**config.mk**
```make
export PLATFORM = sky130hd
export DESIGN_NAME = rvc_fetch_aligner
export DESIGN_NICKNAME = d
export VERILOG_FILES = /design/src/rtl/rvc_fetch_aligner.sv
export SDC_FILE = /design/constraint.sdc
export NUM_CORES = 1
export LEC_CHECK = 0
export CAP_MARGIN = 20
export CORE_ASPECT_RATIO = 0.75
export CORE_MARGIN = 4
export CORE_UTILIZATION = 57
export CTS_CLUSTER_DIAMETER = 30
export DETAILED_ROUTE_END_ITERATION = 12
export PLACE_DENSITY = 0.87
export REMOVE_ABC_BUFFERS = 1
export SKIP_CTS_REPAIR_TIMING = 1
export SLEW_MARGIN = 10
export SYNTH_ARGS = -nofsm -noshare
export SYNTH_HDL_FRONTEND = slang
export SYNTH_SLANG_ARGS = --single-unit
```
**constraint.sdc**
```tcl
create_clock -name clk -period 8.37 [get_ports clk]
set_input_delay 2.511 -clock clk [delete_from_list [all_inputs] [get_ports clk]]
set_output_delay 2.511 -clock clk [all_outputs]
set_load 0.1 [all_outputs]
```
**src/rtl/rvc_fetch_aligner.sv**
```systemverilog
// Fetch aligner: buffers 32-bit fetch words as halfwords, splits them into
// 16/32-bit instructions and expands the supported RVC subset to RV32I.
module rvc_fetch_aligner #(
    parameter int unsigned BUF_HW   = 4,
    parameter logic [31:0] RESET_PC = 32'h0000_0000,
    parameter bit          RVC_EN   = 1'b1
) (
    input  logic        clk,
    input  logic        rst_n,
    input  logic [31:0] fetch_data_i,
    input  logic        fetch_valid_i,
    output logic        fetch_ready_o,
    input  logic        redirect_i,
    input  logic [31:0] redirect_pc_i,
    output logic [31:0] instr_o,
    output logic [31:0] instr_pc_o,
    output logic        instr_compressed_o,
    output logic        instr_illegal_o,
    output logic        instr_valid_o,
    input  logic        instr_ready_i
);

    localparam int PW = $clog2(BUF_HW);
    localparam int CW = PW + 1;

    logic [15:0]   hw_buf [BUF_HW];
    logic [PW-1:0] rd_ptr, wr_ptr;
    logic [CW-1:0] count;
    logic [31:0]   pc;
    logic          skip_lo;

    logic [CW-1:0] free_hw;
    logic [15:0]   head0, head1;
    logic          head_is_c, has_instr;
    logic          fetch_fire, pop_fire;
    logic [1:0]    push_n, pop_n;
    logic [31:0]   dec_instr;
    logic          dec_illegal;

    logic [4:0]    rd_p, rs1_p, rd, rs2;

    assign free_hw    = CW'(BUF_HW) - count;
    assign head0      = hw_buf[rd_ptr];
    assign head1      = hw_buf[rd_ptr + PW'(1)];
    assign head_is_c  = RVC_EN && (head0[1:0] != 2'b11);
    assign has_instr  = head_is_c ? (count >= CW'(1)) : (count >= CW'(2));

    // Reset holds ready high even if a redirect is being driven.
    assign fetch_ready_o      = ~rst_n | ((free_hw >= CW'(2)) & ~redirect_i);
    assign instr_valid_o      = has_instr & ~redirect_i;
    assign instr_compressed_o = head_is_c;
    assign instr_illegal_o    = instr_valid_o & head_is_c & dec_illegal;
    assign instr_pc_o         = pc;
    assign instr_o            = !head_is_c  ? {head1, head0} :
                                dec_illegal ? {16'h0000, head0} : dec_instr;

    assign fetch_fire = fetch_valid_i & fetch_ready_o;
    assign pop_fire   = instr_valid_o & instr_ready_i;
    assign push_n     = !fetch_fire ? 2'd0 : (skip_lo ? 2'd1 : 2'd2);
    assign pop_n      = !pop_fire ? 2'd0 : (head_is_c ? 2'd1 : 2'd2);

    assign rd_p  = {2'b01, head0[4:2]};
    assign rs1_p = {2'b01, head0[9:7]};
    assign rd    = head0[11:7];
    assign rs2   = head0[6:2];

    // Expansion builds the RV32I immediates straight from the RVC bit positions.
    always_comb begin
        dec_instr   = 32'h0000_0000;
        dec_illegal = 1'b1;
        unique case (head0[1:0])
            2'b00: begin
                if (head0[15:13] == 3'b010) begin
                    dec_instr   = {5'b0, head0[5], head0[12:10], head0[6], 2'b00,
                                   rs1_p, 3'b010, rd_p, 7'b0000011};
                    dec_illegal = 1'b0;
                end else if (head0[15:13] == 3'b110) begin
                    dec_instr   = {5'b0, head0[5], head0[12], rd_p, rs1_p, 3'b010,
                                   head0[11:10], head0[6], 2'b00, 7'b0100011};
                    dec_illegal = 1'b0;
                end
            end
            2'b01: begin
                unique case (head0[15:13])
                    3'b000: begin
                        dec_instr   = {{7{head0[12]}}, head0[6:2], rd, 3'b000, rd, 7'b0010011};
                        dec_illegal = 1'b0;
                    end
                    3'b001, 3'b101: begin
                        dec_instr   = {head0[12], head0[8], head0[10:9], head0[6], head0[7],
                                       head0[2], head0[11], head0[5:3], head0[12],
                                       {8{head0[12]}}, (head0[15] ? 5'd0 : 5'd1), 7'b1101111};
                        dec_illegal = 1'b0;
                    end
                    3'b100: begin
                        unique case (head0[11:10])
                            2'b00: if (!head0[12]) begin
                                dec_instr   = {7'b0000000, head0[6:2], rs1_p, 3'b101, rs1_p, 7'b0010011};
                                dec_illegal = 1'b0;
                            end
                            2'b01: if (!head0[12]) begin
                                dec_instr   = {7'b0100000, head0[6:2], rs1_p, 3'b101, rs1_p, 7'b0010011};
                                dec_illegal = 1'b0;
                            end
                            2'b10: begin
                                dec_instr   = {{7{head0[12]}}, head0[6:2], rs1_p, 3'b111, rs1_p, 7'b0010011};
                                dec_illegal = 1'b0;
                            end
                            default: ;
                        endcase
                    end
                    3'b110, 3'b111: begin
                        dec_instr   = {head0[12], {3{head0[12]}}, head0[6:5], head0[2], 5'd0,
                                       rs1_p, {2'b00, head0[13]}, head0[11:10], head0[4:3],
                                       head0[12], 7'b1100011};
                        dec_illegal = 1'b0;
                    end
                    default: ;
                endcase
            end
            2'b10: begin
                if (head0[15:13] == 3'b000 && !head0[12]) begin
                    dec_instr   = {7'b0000000, head0[6:2], rd, 3'b001, rd, 7'b0010011};
                    dec_illegal = 1'b0;
                end else if (head0[15:13] == 3'b100) begin
                    if (rs2 == 5'd0) begin
                        if (rd != 5'd0) begin
                            dec_instr   = {12'd0, rd, 3'b000, (head0[12] ? 5'd1 : 5'd0), 7'b1100111};
                            dec_illegal = 1'b0;
                        end
                    end else begin
                        dec_instr   = {7'b0000000, rs2, (head0[12] ? rd : 5'd0), 3'b000, rd, 7'b0110011};
                        dec_illegal = 1'b0;
                    end
                end
            end
            default: ;
        endcase
    end

    // Storage carries no reset; validity is tracked by count and pointers.
    always_ff @(posedge clk) begin
        if (fetch_fire) begin
            if (skip_lo) begin
                hw_buf[wr_ptr] <= fetch_data_i[31:16];
            end else begin
                hw_buf[wr_ptr]          <= fetch_data_i[15:0];
                hw_buf[wr_ptr + PW'(1)] <= fetch_data_i[31:16];
            end
        end
    end

    always_ff @(posedge clk or negedge rst_n) begin
        if (!rst_n) begin
            rd_ptr  <= '0;
            wr_ptr  <= '0;
            count   <= '0;
            pc      <= RESET_PC;
            skip_lo <= RESET_PC[1];
        end else if (redirect_i) begin
            rd_ptr  <= '0;
            wr_ptr  <= '0;
            count   <= '0;
            pc      <= redirect_pc_i & ~32'h1;
            skip_lo <= redirect_pc_i[1];
        end else begin
            wr_ptr <= wr_ptr + PW'(push_n);
            rd_ptr <= rd_ptr + PW'(pop_n);
            count  <= count + CW'(push_n) - CW'(pop_n);
            if (pop_fire) pc <= pc + (head_is_c ? 32'd2 : 32'd4);
            if (fetch_fire) skip_lo <= 1'b0;
        end
    end

endmodule
```
==> results of run 1 <==
==> final cells by class <==
cell class                      instances  area share
Sequential cell                       103       0.332
Clock buffer                            9      0.0258
Timing Repair Buffer                  143       0.163
Tap cell                              162      0.0232
Inverter                               30      0.0129
Multi-Input combinational cell        454       0.434
Clock inverter                          7     0.00932
==> registers in the layout, summed over array words and instances, names as in the netlist <==
| name | flops |
|---|---|
| skip_lo | 1 |
| count | 3 |
| instr_pc_o | 31 |
| wr_ptr | 2 |
| rd_ptr | 2 |
| hw_buf | 64 |
==> cells by family (layout without fill, tap and decap cells) <==
group | count (synthesis) | in the layout | share of synthesized area
and+or+nand+nor | 189 | 189 | 0.138
AOI/OAI and AO/OA | 124 | 124 | 0.125
muxes | 109 | 109 | 0.229
DFF | 103 | 103 | 0.418
buffers and inverters | 68 | 189 | 0.0406
xor gates and xnor gates | 19 | 19 | 0.0240
adders and majority gates | 12 | 12 | 0.0249
other | 1 | 1 | 0.000540
==> worst paths after layout <==
kind / start / end / slack (ps)
worst min register to register: instr_pc_o[6]$_DFFE_PN0N_ / instr_pc_o[6]$_DFFE_PN0N_ / 580
min in group asynchronous: rst_n / instr_pc_o[24]$_DFFE_PN0N_ / 2290
worst max-delay path: rd_ptr[0]$_DFF_PN0_ / instr_o[6] / 1010
max in group asynchronous: rst_n / rd_ptr[0]$_DFF_PN0_ / 5440
worst min-delay path: instr_pc_o[6]$_DFFE_PN0N_ / instr_pc_o[6]$_DFFE_PN0N_ / 580
worst max register to register: rd_ptr[0]$_DFF_PN0_ / instr_pc_o[22]$_DFFE_PN0N_ / 3280
==> stage by stage <==
| stage | instances | power (mW) | utilization | instance area (um2) |
|---|---|---|---|---|
| finish | 908 | 3.60 | 0.743 | 8730 |
| global route | 908 | 3.71 | 0.743 | 8730 |
| CTS | 908 | 3.57 | 0.743 | 8730 |
| detailed placement | 892 | 3.13 | 0.717 | 8420 |
| global placement | 892 | 3.09 | 0.717 | 8420 |
| floorplan | 587 | 2.49 | - | 6770 |
==> metal layers <==
| layer | part of all wire | global-route usage | vias up | wire, um |
|---|---|---|---|---|
| met5 | 0 | 0 | - | 0 |
| met4 | 0.030 | 0.108 | 0 | 653 |
| met3 | 0.097 | 0.0698 | 66 | 2150 |
| met2 | 0.47 | 0.485 | 403 | 10300 |
| met1 | 0.40 | 0.444 | 3021 | 8930 |
| li1 | - | - | 2633 | - |
==> placed cells by master (no fill, tap or decap), drive strengths merged, types with 7 or more instances in the layout <==
cell type,netlist,routed
nor3,15,15
mux2,71,71
a211oi,7,7
dfrtp,39,39
nand4,9,9
mux4,32,32
a311oi,11,11
o21ai,36,36
clkdlybuf4s50,0,130
edfxtp,64,64
nor2,49,49
ha,9,9
buf,13,13
nand3,15,15
nor2b,7,7
xor2,11,11
and3,9,9
a21oi,21,21
inv,29,34
clkbuf,25,9
xnor2,8,8
nand2,46,46
a31oi,8,8
==> report_power, final <==
part | total [mW] | internal, mW | switching, mW
combinational | 2.46 | 0.674 | 1.79
sequential | 0.701 | 0.626 | 0.0754
clock | 0.437 | 0.216 | 0.222
total | 3.60 | 1.51 | 2.09
==> critical path: stages (launching register included) <==
cell	delay, ps
dfrtp_2	880
buf_4	360
mux4_2	730
mux2i_4	310
nor2_2	100
o21a_1	230
or3_4	430
a2111o_1	450
clkdlybuf4s50_1	980
==> results.txt, run 1 <==
The flow ran to the end, and the final reports show no timing, DRC or antenna violations. The synthesized design contains 103 register bits. Static power due to leakage: 3.17 nW.

Routability-driven placement finished with a final weighted congestion of 0.974. The detailed router placed 6123 vias in this run. The tools report the number of instances in the synthesized netlist as 625.

The number of antenna diodes in the final layout is 0. The logs give 579 ps for the post-route worst hold slack and 3 for the number of H-tree branching levels. Along the worst path, the maximum fanout reaches 24. Averaged over all synthesized cells, the footprint is 11.1 um2. The kind of path behind the tightest hold check was flip-flop to flip-flop.

VDD sags by at most 432 uV. The logs give 0 for the number of pins with negative max-slew slack in the final report and 5967 for the number of global-route vias before repair. Compared with the post-synthesis result, the final layout area differs by 25.8%. The logs give 0.282 for the worst-case headroom to the max-slew limit and 44 for the pin count of the biggest net entering global routing. The first-pass GRT wire length is 33900 um, and the later-pin clock latency in the skew report is 360 ps. Critical path startpoint category: a flip-flop.

The synthesized design contains 64 enable-type register cells. The multi-input combinational cells in the finished layout cover a total of 0.00379 mm2. The tools report the sink count of the clock tree as 103.

For this block, the routed nets add up to 22100 um of wire. TritonCTS created 9 clock buffers. The number of DRC violations after detailed-routing iteration 0 was 878.

The share of the cycle needed by the critical path after routing came out at 0.880. Setup violations remaining at the end of the flow were counted as 0. After layout, the worst setup slack is 1010 ps.

The prevailing post-synth register cell is edfxtp_1. The tools report the number of antenna violations at the first check in global routing as 0. Leading area contributor after synthesis: edfxtp_1. The logs give 0.418 for the sequential area share after synthesis and 0.315 for the combined global-route utilization of all metal layers. Die area: 0.0140 mm2.

The tools report the type of destination of the critical path as an output pin. Once detail routing completed, the nets flagged for antenna violations numbered 0. Setup repair after global routing left no endpoint under its margin.

The synthesis warning total was 0. Die boundary height: 104 um. Setup total negative slack on the finished layout was measured at 0 ps. Between clock sinks in the finished design, the worst skew comes to 10.1 ps.

Across the run, the number of max-cap violations was 0. The run gives 2 as the maximum number of buffers from clock root to sink. The pre-antenna-repair detailed-routing pass consisted of 5 iterations. Measured along the x axis, the die boundary spans 135 um. The proportion of register bits with asynchronous set or reset after synthesis was 0.379. The worst setup path is of the flip-flop to output pin kind.

The run gives 0.00290 mm2 as the total area of sequential cells. In this run the clock root is driven by a clkbuf_16. The placeable core region is 0.0117 mm2.

The portion of synthesized cell area occupied by the leading cell type works out to 0.277. Counting instances in the post-synthesis netlist gives the leading cell types as mux2_2, edfxtp_1, nor2_1. The required time reported for the critical path endpoint was 5860 ps.

The via-per-instance ratio works out to 6.74. Buffers placed on the I/O ports in this run total 134. The site row count came out at 34.

The number of stages on the worst hold path is 1, and the power density relative to cell area is 412 mW/mm2. The dominant cell by count in the synthesized netlist was mux2_2. The total overflow left after global routing is 0.

Ratio of cells with drive above 1 in the final layout: 0.196. The final number of hold-violating endpoints is 0, and the count of filler cells inserted in the layout is 836. The number of different library cells used by synthesis comes to 74. After detailed routing, the number of remaining DRC violations is 0. For the pin with the worst max-slew slack, the measured transition is 1070 ps.

The effective utilization at floorplan came out at 0.591. Based on the critical path, the design can be clocked at up to 136 MHz. The post-detailed-route wirelength per cell was 24.3 um.

TritonCTS built the clock tree. Ranked by total cell area, the synthesized netlist is headed by edfxtp_1, dfrtp_1, mux2_2. The number of cells on the worst reg-to-reg path is 10.

Clock-pin slew was measured on the worst setup and hold paths at 80 ps. Timing analysis after detailed placement gives a worst setup slack of 1430 ps. The cell area that synthesis handed to floorplanning was 0.00694 mm2. For this design the top-level I/O count stands at 137. The HPWL after detailed placement is 15600 um, and the net count of the finished layout is 822.

For the finished layout, the period the worst path requires is 7360 ps. Data arrives at the worst endpoint at 4850 ps.
Note: power is estimated with default switching activity, not from simulation.
==> inputs of run 2 (changes only) <==
- CORE_UTILIZATION: 57 -> 50
- PLACE_DENSITY: 0.87 -> 0.78
==> results.txt, run 2 (synthesized netlist as in run 1, its figures left out) <==
Input and output buffers added on the ports amount to 134. Met3 wire length: 1920 um. The effective utilization at floorplan was 0.522. In the final design database the tool counted 825 nets. TritonCTS built the clock tree. The tree built by TritonCTS fans out to 103 sinks.

VDD sags by at most 330 uV. The flip-flop count of the largest register, all copies and words added came out at 64. The worst hold path belongs to the class flip-flop to flip-flop. The run gives 11.6 ps as the worst clock skew on the final layout. Routability-driven placement finished with a final weighted congestion of 0.935. Counting tap cells, the placed design contains a total of 903 instances.

Row generation in the floorplan step produced 36 rows. 137 I/O pins were placed. The clock input transition at the sequential cells of the worst setup and hold paths is 80 ps. In this run the power spent charging and discharging nets is 2.09 mW. Entering global routing, the biggest net connects 44 pins. The run gives 9 as the number of CTS-inserted buffers. Leading cell type in the layout, fill and taps excluded: clkdlybuf4s50_1. The total length of routed wires is 21600 um. For the final instance area, the log shows 0.00880 mm2. The total of endpoints with negative setup slack in the final report is 0, and the width of the die is 144 um. Worst-case headroom to the max-slew limit: 0.271. The repair_antennas step left the layout with diodes totalling 0. The number of H-tree branching levels is 3.

The clock network fraction of total power was 0.125; the final cell count without fillers was 920. The total via count after detailed routing came out at 6045. Wire segments on met2 add up to 10200 um in the final route.

The die covers 0.0158 mm2. Using the TritonRoute via totals, the vias-per-cell ratio works out to 6.57. The uppermost metal layer occupied by signal nets is met4. Number of antenna violations at the first check in global routing: 0. The internal portion of the total power is 1.53 mW. The run gives 0 as the number of pins with negative max-slew slack in the final report. The detailed router put a total of 9010 um of wire on met1. Measured along the y axis, the die boundary spans 110 um. The transition at the pin with the smallest max-transition slack is 1090 ps, and the portion of total power attributed to combinational logic is 0.683. End-of-flow core utilization: 0.662.

The logs give 0.192 for the share of total power in sequential cells and 3.61 mW for the overall power. For the static power due to leakage, the log shows 3.20 nW. The tools report the critical path startpoint category as a flip-flop.

For the required time reported for the critical path endpoint, the log shows 5860 ps. The placeable core region is 0.0133 mm2, and the number of global-route vias before repair is 5843. The smallest clock period supported by the final layout is computed as 7320 ps.

The critical path is of the flip-flop to output pin type. The total overflow reported by the global router is 0. The first TritonRoute pass finished after 8 iterations. The setup check on the worst reg-to-reg path leaves a slack of 2930 ps. The run gives 15400 um as the HPWL after detailed placement. The tree is rooted in a clkbuf_16. Relative to the synthesized area, the layout overhead comes to 26.8%.

The run finished with clean final reports. The register with the highest flop count is hw_buf. The run gives 137 MHz as the highest attainable clock frequency. Max-cap violations in this run came to 0. Clock latency on the worst-skew pair, taken at its later pin, is 360 ps.

The ratio of cells with drive above 1 in the final layout was 0.199; the number of DRC violations after detailed routing was 0. The combined global-route utilization of all metal layers was 0.273. The switching power share of the total was 0.578.

The final number of hold-violating endpoints is 0. The count of nets left with antenna violations once routing finished came out at 0. The first global-routing pass estimated 33100 um of wire.

In the layout the commonest cells are clkdlybuf4s50_1, mux2_2, edfxtp_1. The detailed router finished its first iteration with 843 violations. The placed instances occupy a cell area of 0.00845 mm2. The share of the cycle needed by the critical path after routing works out to 0.875. Maximum fanout along the worst path: 20. The tools report the maximum number of buffers from clock root to sink as 2. STA classifies the critical path endpoint as an output pin.

STA puts the critical path data arrival time at 4810 ps. Dividing total power by cell area gives a power density of 411 mW/mm2. Post-detailed-route wirelength per cell: 23.4 um. Setup repair after global routing left no endpoint under its margin.
-- run 2: cell count changes in the layout (fill, tap and decap cells not counted) --
cell      delta
buf_4        +2
clkinv_8     +1
buf_16       +1
inv_6        -1
inv_12       +1
clkinv_4     -1
-- run 2: final cells by class --
| type | count | area [um2] |
|---|---|---|
| Clock inverter | 7 | 96.3 |
| Timing Repair Buffer | 146 | 1460 |
| Inverter | 30 | 113 |
| Multi-Input combinational cell | 454 | 3790 |
| Fill cell | 982 | 4490 |
| Sequential cell | 103 | 2900 |
| Tap cell | 171 | 214 |
| Clock buffer | 9 | 225 |
-- run 2: routing by layer --
metal | track usage | up-vias
li1 | - | 2630
met5 | 0 | -
met2 | 0.432 | 369
met1 | 0.391 | 3001
met4 | 0.0699 | 0
met3 | 0.0539 | 45
-- run 2: metrics by stage --
stage	worst slack [ps]	TNS (ps)	hold slack (ps)
after floorplan	-894	-894	550
after global placement	1530	0	543
after detailed placement	1500	0	564
after CTS	1080	0	577
after global routing	836	0	607
final	1050	0	578
-- run 2: power by group through the flow --
stage | sequential (mW) | clock [mW] | combinational [mW]
floorplan | 0.843 | 0 | 1.65
global route | 0.705 | 0.473 | 2.56
global placement | 0.696 | 0 | 2.40
CTS | 0.695 | 0.456 | 2.44
finish | 0.696 | 0.450 | 2.47
detailed placement | 0.704 | 0 | 2.43
-- run 2: path summary, 6_finish.rpt --
path | from | to | depth (start not counted)
worst min register to register | instr_pc_o[11]$_DFFE_PN0N_ | instr_pc_o[11]$_DFFE_PN0N_ | 1
worst max-delay path | rd_ptr[0]$_DFF_PN0_ | instr_o[5] | 8
worst max register to register | rd_ptr[0]$_DFF_PN0_ | instr_pc_o[22]$_DFFE_PN0N_ | 11
max in group asynchronous | rst_n | rd_ptr[0]$_DFF_PN0_ | 2
min in group asynchronous | rst_n | instr_pc_o[28]$_DFFE_PN0N_ | 2
worst min-delay path | instr_pc_o[11]$_DFFE_PN0N_ | instr_pc_o[11]$_DFFE_PN0N_ | 1
-- run 2: critical path: stages, from the launching register on --
cell and delay (ps):
dfrtp_2 820, buf_4 390, mux4_2 620, nor4_2 430, nand4_1 210, a211oi_2 400
or3_4 240, a221o_1 180, clkdlybuf4s50_1 1140
